$ cat config.mk
export PLATFORM = sky130hd
export DESIGN_NAME = program_loader_mem
export DESIGN_NICKNAME = d
export VERILOG_FILES = /design/src/rtl/program_loader_mem.sv
export SDC_FILE = /design/constraint.sdc
export NUM_CORES = 1
export LEC_CHECK = 0
export BUFFER_PORTS_ARGS = -buffer_cell sky130_fd_sc_hd__buf_2
export CAP_MARGIN = 20
export CORE_MARGIN = 8
export CORE_UTILIZATION = 30
export CTS_BUF_LIST = sky130_fd_sc_hd__clkbuf_4 sky130_fd_sc_hd__clkbuf_8
export DETAILED_ROUTE_END_ITERATION = 7
export HOLD_SLACK_MARGIN = 0.15
export PLACE_DENSITY = 0.51
export SYNTH_ARGS = -nofsm -noshare
export SYNTH_HDL_FRONTEND = slang
export SYNTH_SLANG_ARGS = --single-unit
$ cat constraint.sdc
create_clock -name clock -period 3.6 [get_ports clock]
set_input_delay 0.36 -clock clock [delete_from_list [all_inputs] [get_ports clock]]
set_output_delay 0.36 -clock clock [all_outputs]
set_load 0.01 [all_outputs]
$ cat src/rtl/program_loader_mem.sv
// program_loader_mem: program memory with a combinational fetch port and a
// byte-stream loader FSM that writes a big-endian 16-bit word image into it.
// The loader keeps the core held (cpu_hold) while an image is being written.
// Optional feature macro: LOADER_CHECKSUM_EN adds a trailing XOR checksum byte.
module program_loader_mem #(
    parameter int PC_WIDTH = 6
) (
    input  logic                clock,
    input  logic                reset,
    input  logic [PC_WIDTH-1:0] PC,
    output logic [15:0]         PM_data,
    input  logic                load_start,
    input  logic [7:0]          byte_in,
    input  logic                byte_valid,
    output logic                byte_ready,
    output logic                cpu_hold,
    output logic                load_done,
    output logic                load_error,
    output logic [PC_WIDTH:0]   word_count
);

    localparam int               DEPTH     = 1 << PC_WIDTH;
    localparam logic [PC_WIDTH:0] DEPTH_LEN = (PC_WIDTH+1)'(DEPTH);

    localparam logic [2:0] S_IDLE  = 3'd0;
    localparam logic [2:0] S_LEN   = 3'd1;
    localparam logic [2:0] S_HI    = 3'd2;
    localparam logic [2:0] S_LO    = 3'd3;
    localparam logic [2:0] S_WRITE = 3'd4;
`ifdef LOADER_CHECKSUM_EN
    localparam logic [2:0] S_CHK   = 3'd5;
`endif
    localparam logic [2:0] S_DONE  = 3'd6;
    localparam logic [2:0] S_ERROR = 3'd7;

    logic [15:0] mem [DEPTH];

    logic [2:0]          state_q, state_d;
    logic [7:0]          hi_q, hi_d;
    logic [7:0]          lo_q, lo_d;
    logic [PC_WIDTH-1:0] addr_q, addr_d;
    logic [PC_WIDTH:0]   len_q, len_d;
    logic [PC_WIDTH:0]   wc_q, wc_d;
    logic                ready_q, ready_d;
    logic                hold_q, hold_d;
    logic                done_q, done_d;
    logic                err_q, err_d;
    logic                wr_en;
    logic [PC_WIDTH:0]   wc_inc;
    logic                xfer;
`ifdef LOADER_CHECKSUM_EN
    logic [7:0]          chk_q, chk_d;
`endif

    assign PM_data    = mem[PC];
    assign byte_ready = ready_q;
    assign cpu_hold   = hold_q;
    assign load_done  = done_q;
    assign load_error = err_q;
    assign word_count = wc_q;
    assign xfer       = byte_valid & ready_q;
    assign wc_inc     = wc_q + 1'b1;

    // Next-state logic for the loader; byte_ready is derived from the next state
    // so that it is a registered function of state alone.
    always_comb begin
        state_d = state_q;
        hi_d    = hi_q;
        lo_d    = lo_q;
        addr_d  = addr_q;
        len_d   = len_q;
        wc_d    = wc_q;
        hold_d  = hold_q;
        done_d  = done_q;
        err_d   = err_q;
        wr_en   = 1'b0;
`ifdef LOADER_CHECKSUM_EN
        chk_d   = chk_q;
`endif
        case (state_q)
            S_IDLE, S_DONE, S_ERROR: begin
                if (load_start) begin
                    state_d = S_LEN;
                    hold_d  = 1'b1;
                    done_d  = 1'b0;
                    err_d   = 1'b0;
                    wc_d    = '0;
                    addr_d  = '0;
`ifdef LOADER_CHECKSUM_EN
                    chk_d   = 8'h00;
`endif
                end
            end
            S_LEN: begin
                if (xfer) begin
`ifdef LOADER_CHECKSUM_EN
                    chk_d = byte_in;
`endif
                    // A zero length byte stands for a full-depth image
                    len_d = (byte_in == 8'h00) ? DEPTH_LEN : (PC_WIDTH+1)'(32'(byte_in));
                    if (32'(byte_in) > DEPTH) begin
                        state_d = S_ERROR;
                        err_d   = 1'b1;
                    end else begin
                        state_d = S_HI;
                    end
                end
            end
            S_HI: begin
                if (xfer) begin
                    hi_d    = byte_in;
                    state_d = S_LO;
`ifdef LOADER_CHECKSUM_EN
                    chk_d   = chk_q ^ byte_in;
`endif
                end
            end
            S_LO: begin
                if (xfer) begin
                    lo_d    = byte_in;
                    state_d = S_WRITE;
`ifdef LOADER_CHECKSUM_EN
                    chk_d   = chk_q ^ byte_in;
`endif
                end
            end
            S_WRITE: begin
                wr_en  = 1'b1;
                addr_d = addr_q + 1'b1;
                wc_d   = wc_inc;
                if (wc_inc == len_q) begin
`ifdef LOADER_CHECKSUM_EN
                    state_d = S_CHK;
`else
                    state_d = S_DONE;
                    done_d  = 1'b1;
                    hold_d  = 1'b0;
`endif
                end else begin
                    state_d = S_HI;
                end
            end
`ifdef LOADER_CHECKSUM_EN
            S_CHK: begin
                if (xfer) begin
                    if (byte_in == chk_q) begin
                        state_d = S_DONE;
                        done_d  = 1'b1;
                        hold_d  = 1'b0;
                    end else begin
                        state_d = S_ERROR;
                        err_d   = 1'b1;
                    end
                end
            end
`endif
            default: state_d = S_IDLE;
        endcase
`ifdef LOADER_CHECKSUM_EN
        ready_d = (state_d == S_LEN) || (state_d == S_HI) || (state_d == S_LO) || (state_d == S_CHK);
`else
        ready_d = (state_d == S_LEN) || (state_d == S_HI) || (state_d == S_LO);
`endif
    end

    // Loader state registers; reset abandons any load in progress.
    always_ff @(posedge clock or negedge reset) begin
        if (!reset) begin
            state_q <= S_IDLE;
            hi_q    <= '0;
            lo_q    <= '0;
            addr_q  <= '0;
            len_q   <= '0;
            wc_q    <= '0;
            ready_q <= 1'b0;
            hold_q  <= 1'b0;
            done_q  <= 1'b0;
            err_q   <= 1'b0;
`ifdef LOADER_CHECKSUM_EN
            chk_q   <= '0;
`endif
        end else begin
            state_q <= state_d;
            hi_q    <= hi_d;
            lo_q    <= lo_d;
            addr_q  <= addr_d;
            len_q   <= len_d;
            wc_q    <= wc_d;
            ready_q <= ready_d;
            hold_q  <= hold_d;
            done_q  <= done_d;
            err_q   <= err_d;
`ifdef LOADER_CHECKSUM_EN
            chk_q   <= chk_d;
`endif
        end
    end

    // Memory write port; contents deliberately survive reset.
    always_ff @(posedge clock) begin
        if (wr_en) begin
            mem[addr_q] <= {hi_q, lo_q};
        end
    end

endmodule
==> flow_summary_export.csv <==
group,metric,value,unit
status,outcome,"completed",
logic_synthesis,ys_seq_area_share,76.8,%
logic_synthesis,yosysUniqueCellTypes,54,
drt,via_count,20500,
sta,rsz0062_at_grt,"no",
global_routing,grt_antenna_before_repair,4,
drt,drtIter0Drc,1808,
drt,viasPerCell,4.96,
setup_path,path_max_fanout,1,
sta,slew_headroom,26.4,%
setup_path,cp-end-kind,"primary output",
power,peakVddDrop,0.000353,V
power,pwr-share-seq,55.5,%
clock_network,cts_root_buffer,"clkbuf_8",
setup_path,r2r_cells,6,
floorplan,dieArea,0.150,mm^2
place,portBuffers,44,
layout,layout-drive-gt1-share,33.3,%
global_routing,grt_pass1_wl,152000,um
sta,maxSlewViolCount,0,
setup_path,cp.required,3.24,ns
global_routing,grt_overflow,0,
sta,setup_violations,0,
floorplan,rows,136,
drt,drc,0,
worst_hold_path,holdCritPathClass,"in -> reg",
sta,fin_setup_tns,0,ns
logic_synthesis,avgSynthCellArea,21.8,um^2
sta,layout_min_cycle_time,3.41,ns
global_routing,grt_pass1_vias,21600,
logic_synthesis,synth.cell_area,0.0414,mm^2
drt,dr.pass1.iters,5,
logic_synthesis,synthesis.nets,1919,
clock_network,clkLatencyLatePin,0.83,ns
logic_synthesis,syn_inst,1899,
place,place.gp.congestion,0.785,
place,dpl.hpwl,65000,um
sta,worst_pin_slew,1.10,ns
clock_network,cts_htree_levels,4,
global_routing,gr-usage-all-layers,13.8,%
sta,final_hold_viol_count,0,
floorplan,initial_core_util,30.2,%
sta,period_share,94.6,%
logic_synthesis,synth_ff_type,"edfxtp_1",
power,p_int,22200,uW
drt,avgRoutedWirePerCell,25.5,um
worst_hold_path,min_delay_path_depth,3,
setup_path,cp-start-kind,"flip-flop",
clock_network,cts.path.max_buffers,3,
clock_network,clk_pin_slew,0.07,ns
setup_path,cp_data_arrival_time,3.05,ns
drt,wl,106000,um
layout,nNetsFinal,2217,
power,clock_power_share,34.8,%
logic_synthesis,yosys_warnings,0,
layout,final_cell_area,0.0485,mm^2
global_routing,grt_max_degree,66,
logic_synthesis,synth_edf_count,1024,
floorplan,core,0.137,mm^2
floorplan,die_w,388,um
floorplan,die_h,388,um
power,p_per_area,622,mW/mm^2
layout,areaGrowthSynthToFinish,17.2,%
floorplan,num_io_pins,45,
logic_synthesis,async_flop_share,4.03,%
power,switchingPower,8020,uW
clock_network,postCtsSetupBuffers,0,
power,combPwrFrac,9.7,%
run,max-cap-violations,0,
power,swShare,26.6,%
sta,fmax,0.294,GHz
clock_network,cts_tree,"yes",
setup_path,critical_path_class,"reg -> out",
clock_network,cts_sinks,1067,
sta,skew,0.0535,ns
drt,antenna_left,0,
place,placed_cell_area,0.0448,mm^2
clock_network,cts_buffers,174,
power,power_leakage,0.0156,uW
logic_synthesis,yosys_register_bits,1067,
-- cells in the mapped netlist, types with 5 or more instances --
library cell | count | area share [%]
a211oi_1 | 15 | 0.27
a21oi_1 | 28 | 0.34
a31oi_1 | 7 | 0.11
buf_2 | 36 | 0.43
buf_4 | 13 | 0.24
buf_6 | 7 | 0.19
clkbuf_1 | 39 | 0.35
dfrtp_1 | 43 | 2.6
edfxtp_1 | 1024 | 74
mux2_2 | 25 | 0.68
mux2i_1 | 46 | 1.1
mux4_1 | 25 | 1.6
mux4_2 | 247 | 13
nand2_1 | 37 | 0.34
nand3_1 | 12 | 0.15
nand3b_1 | 8 | 0.15
nor2_1 | 97 | 0.88
nor2b_1 | 5 | 0.076
nor3_1 | 27 | 0.33
o21ai_0 | 62 | 0.75
o21ai_1 | 13 | 0.16
o22ai_1 | 19 | 0.29
xnor2_1 | 5 | 0.11
-- flip-flops by register name, summed over array words and instances, names as in the netlist, 3 cells and up --
signal / cells
state_q: 3
addr_q: 6
lo_q: 8
mem: 1024
hi_q: 8
len_q: 7
word_count: 7
-- repair_timing --
action,in CTS,in global routing
gates resized for setup,2,0
hold buffers,13,1
endpoints found under the setup margin,2,0
endpoints found under the hold margin,77,12
-- cell type report --
type / instances / area (um^2)
Clock buffer: 233 / 2860
Tap cell: 1794 / 2240
Antenna cell: 6 / 15.0
Multi-Input combinational cell: 724 / 8970
Inverter: 4 / 15.0
Clock inverter: 90 / 639
Sequential cell: 1067 / 31800
Timing Repair Buffer: 226 / 1950
Fill cell: 12700 / 88800
-- layer usage --
| layer | global-route usage, % | routed length, um |
|---|---|---|
| met3 | 3.30 | 6800 |
| met5 | 0 | 0 |
| met2 | 22.1 | 50100 |
| met1 | 18.9 | 46800 |
| met4 | 3.49 | 1980 |
-- critical path, cell delays in order, from the launching register on --
cell and delay (ns):
edfxtp_1 0.36, mux4_2 0.47, mux2i_1 0.17, a211oi_1 0.10, buf_4 0.18, o21ai_0 0.47, nand2_1 0.25, buf_2 0.21
-- cells in the final DEF (no fill, tap or decap), types with 28 or more instances in the layout --
cell and count:
edfxtp_1 1024, mux2i_1 46, o21ai_0 60, buf_4 146, clkbuf_8 178, clkbuf_4 55, a21oi_1 28, mux4_2 247
clkinv_1 47, buf_2 40, nand2_1 37, nor2_1 97
-- through the flow --
step           std cells  hold slack, ns  util [%]  setup WS [ns]  power, uW
2_1_floorplan       1899          0.0644         -          0.968      18000
3_3_place_gp        3797           0.473      32.6          0.180      19700
3_5_place_dp        3798           0.507      32.6          0.242      19900
4_1_cts             4134           0.175      35.3         0.0707      30600
5_1_grt             4141           0.355      35.3         0.0943      31400
6_report            4144           0.407      35.3          0.193      30200
-- kinds of logic after synthesis --
kind of cell	share of synthesized area (%)
adders and majority gates	0.0604
muxes	16.8
AOI/OAI and AO/OA	2.24
and+or+nand+nor	2.26
DFF	76.8
buffers and inverters	1.49
xor gates and xnor gates	0.299
-- worst paths after layout --
check	start	to	slack, ns
setup reg to reg	state_q[2]	mem[35][2]	0.70
max in group asynchronous	reset	hi_q[6]	2.54
min in group asynchronous	reset	len_q[0]	0.50
hold / removal	byte_in[0]	len_q[0]	0.41
hold reg to reg	cpu_hold	cpu_hold	0.51
setup / recovery	mem[27][4]	PM_data[4]	0.19
-- power by group through the flow --
stage	clock network [uW]	logic, uW	registers (uW)
6_report	10500	2940	16800
5_1_grt	11300	3180	16900
4_1_cts	10800	2780	16900
3_5_place_dp	0	2760	17200
3_3_place_gp	0	2530	17200
2_1_floorplan	0	1100	16900
Note: power is estimated with default switching activity, not from simulation.
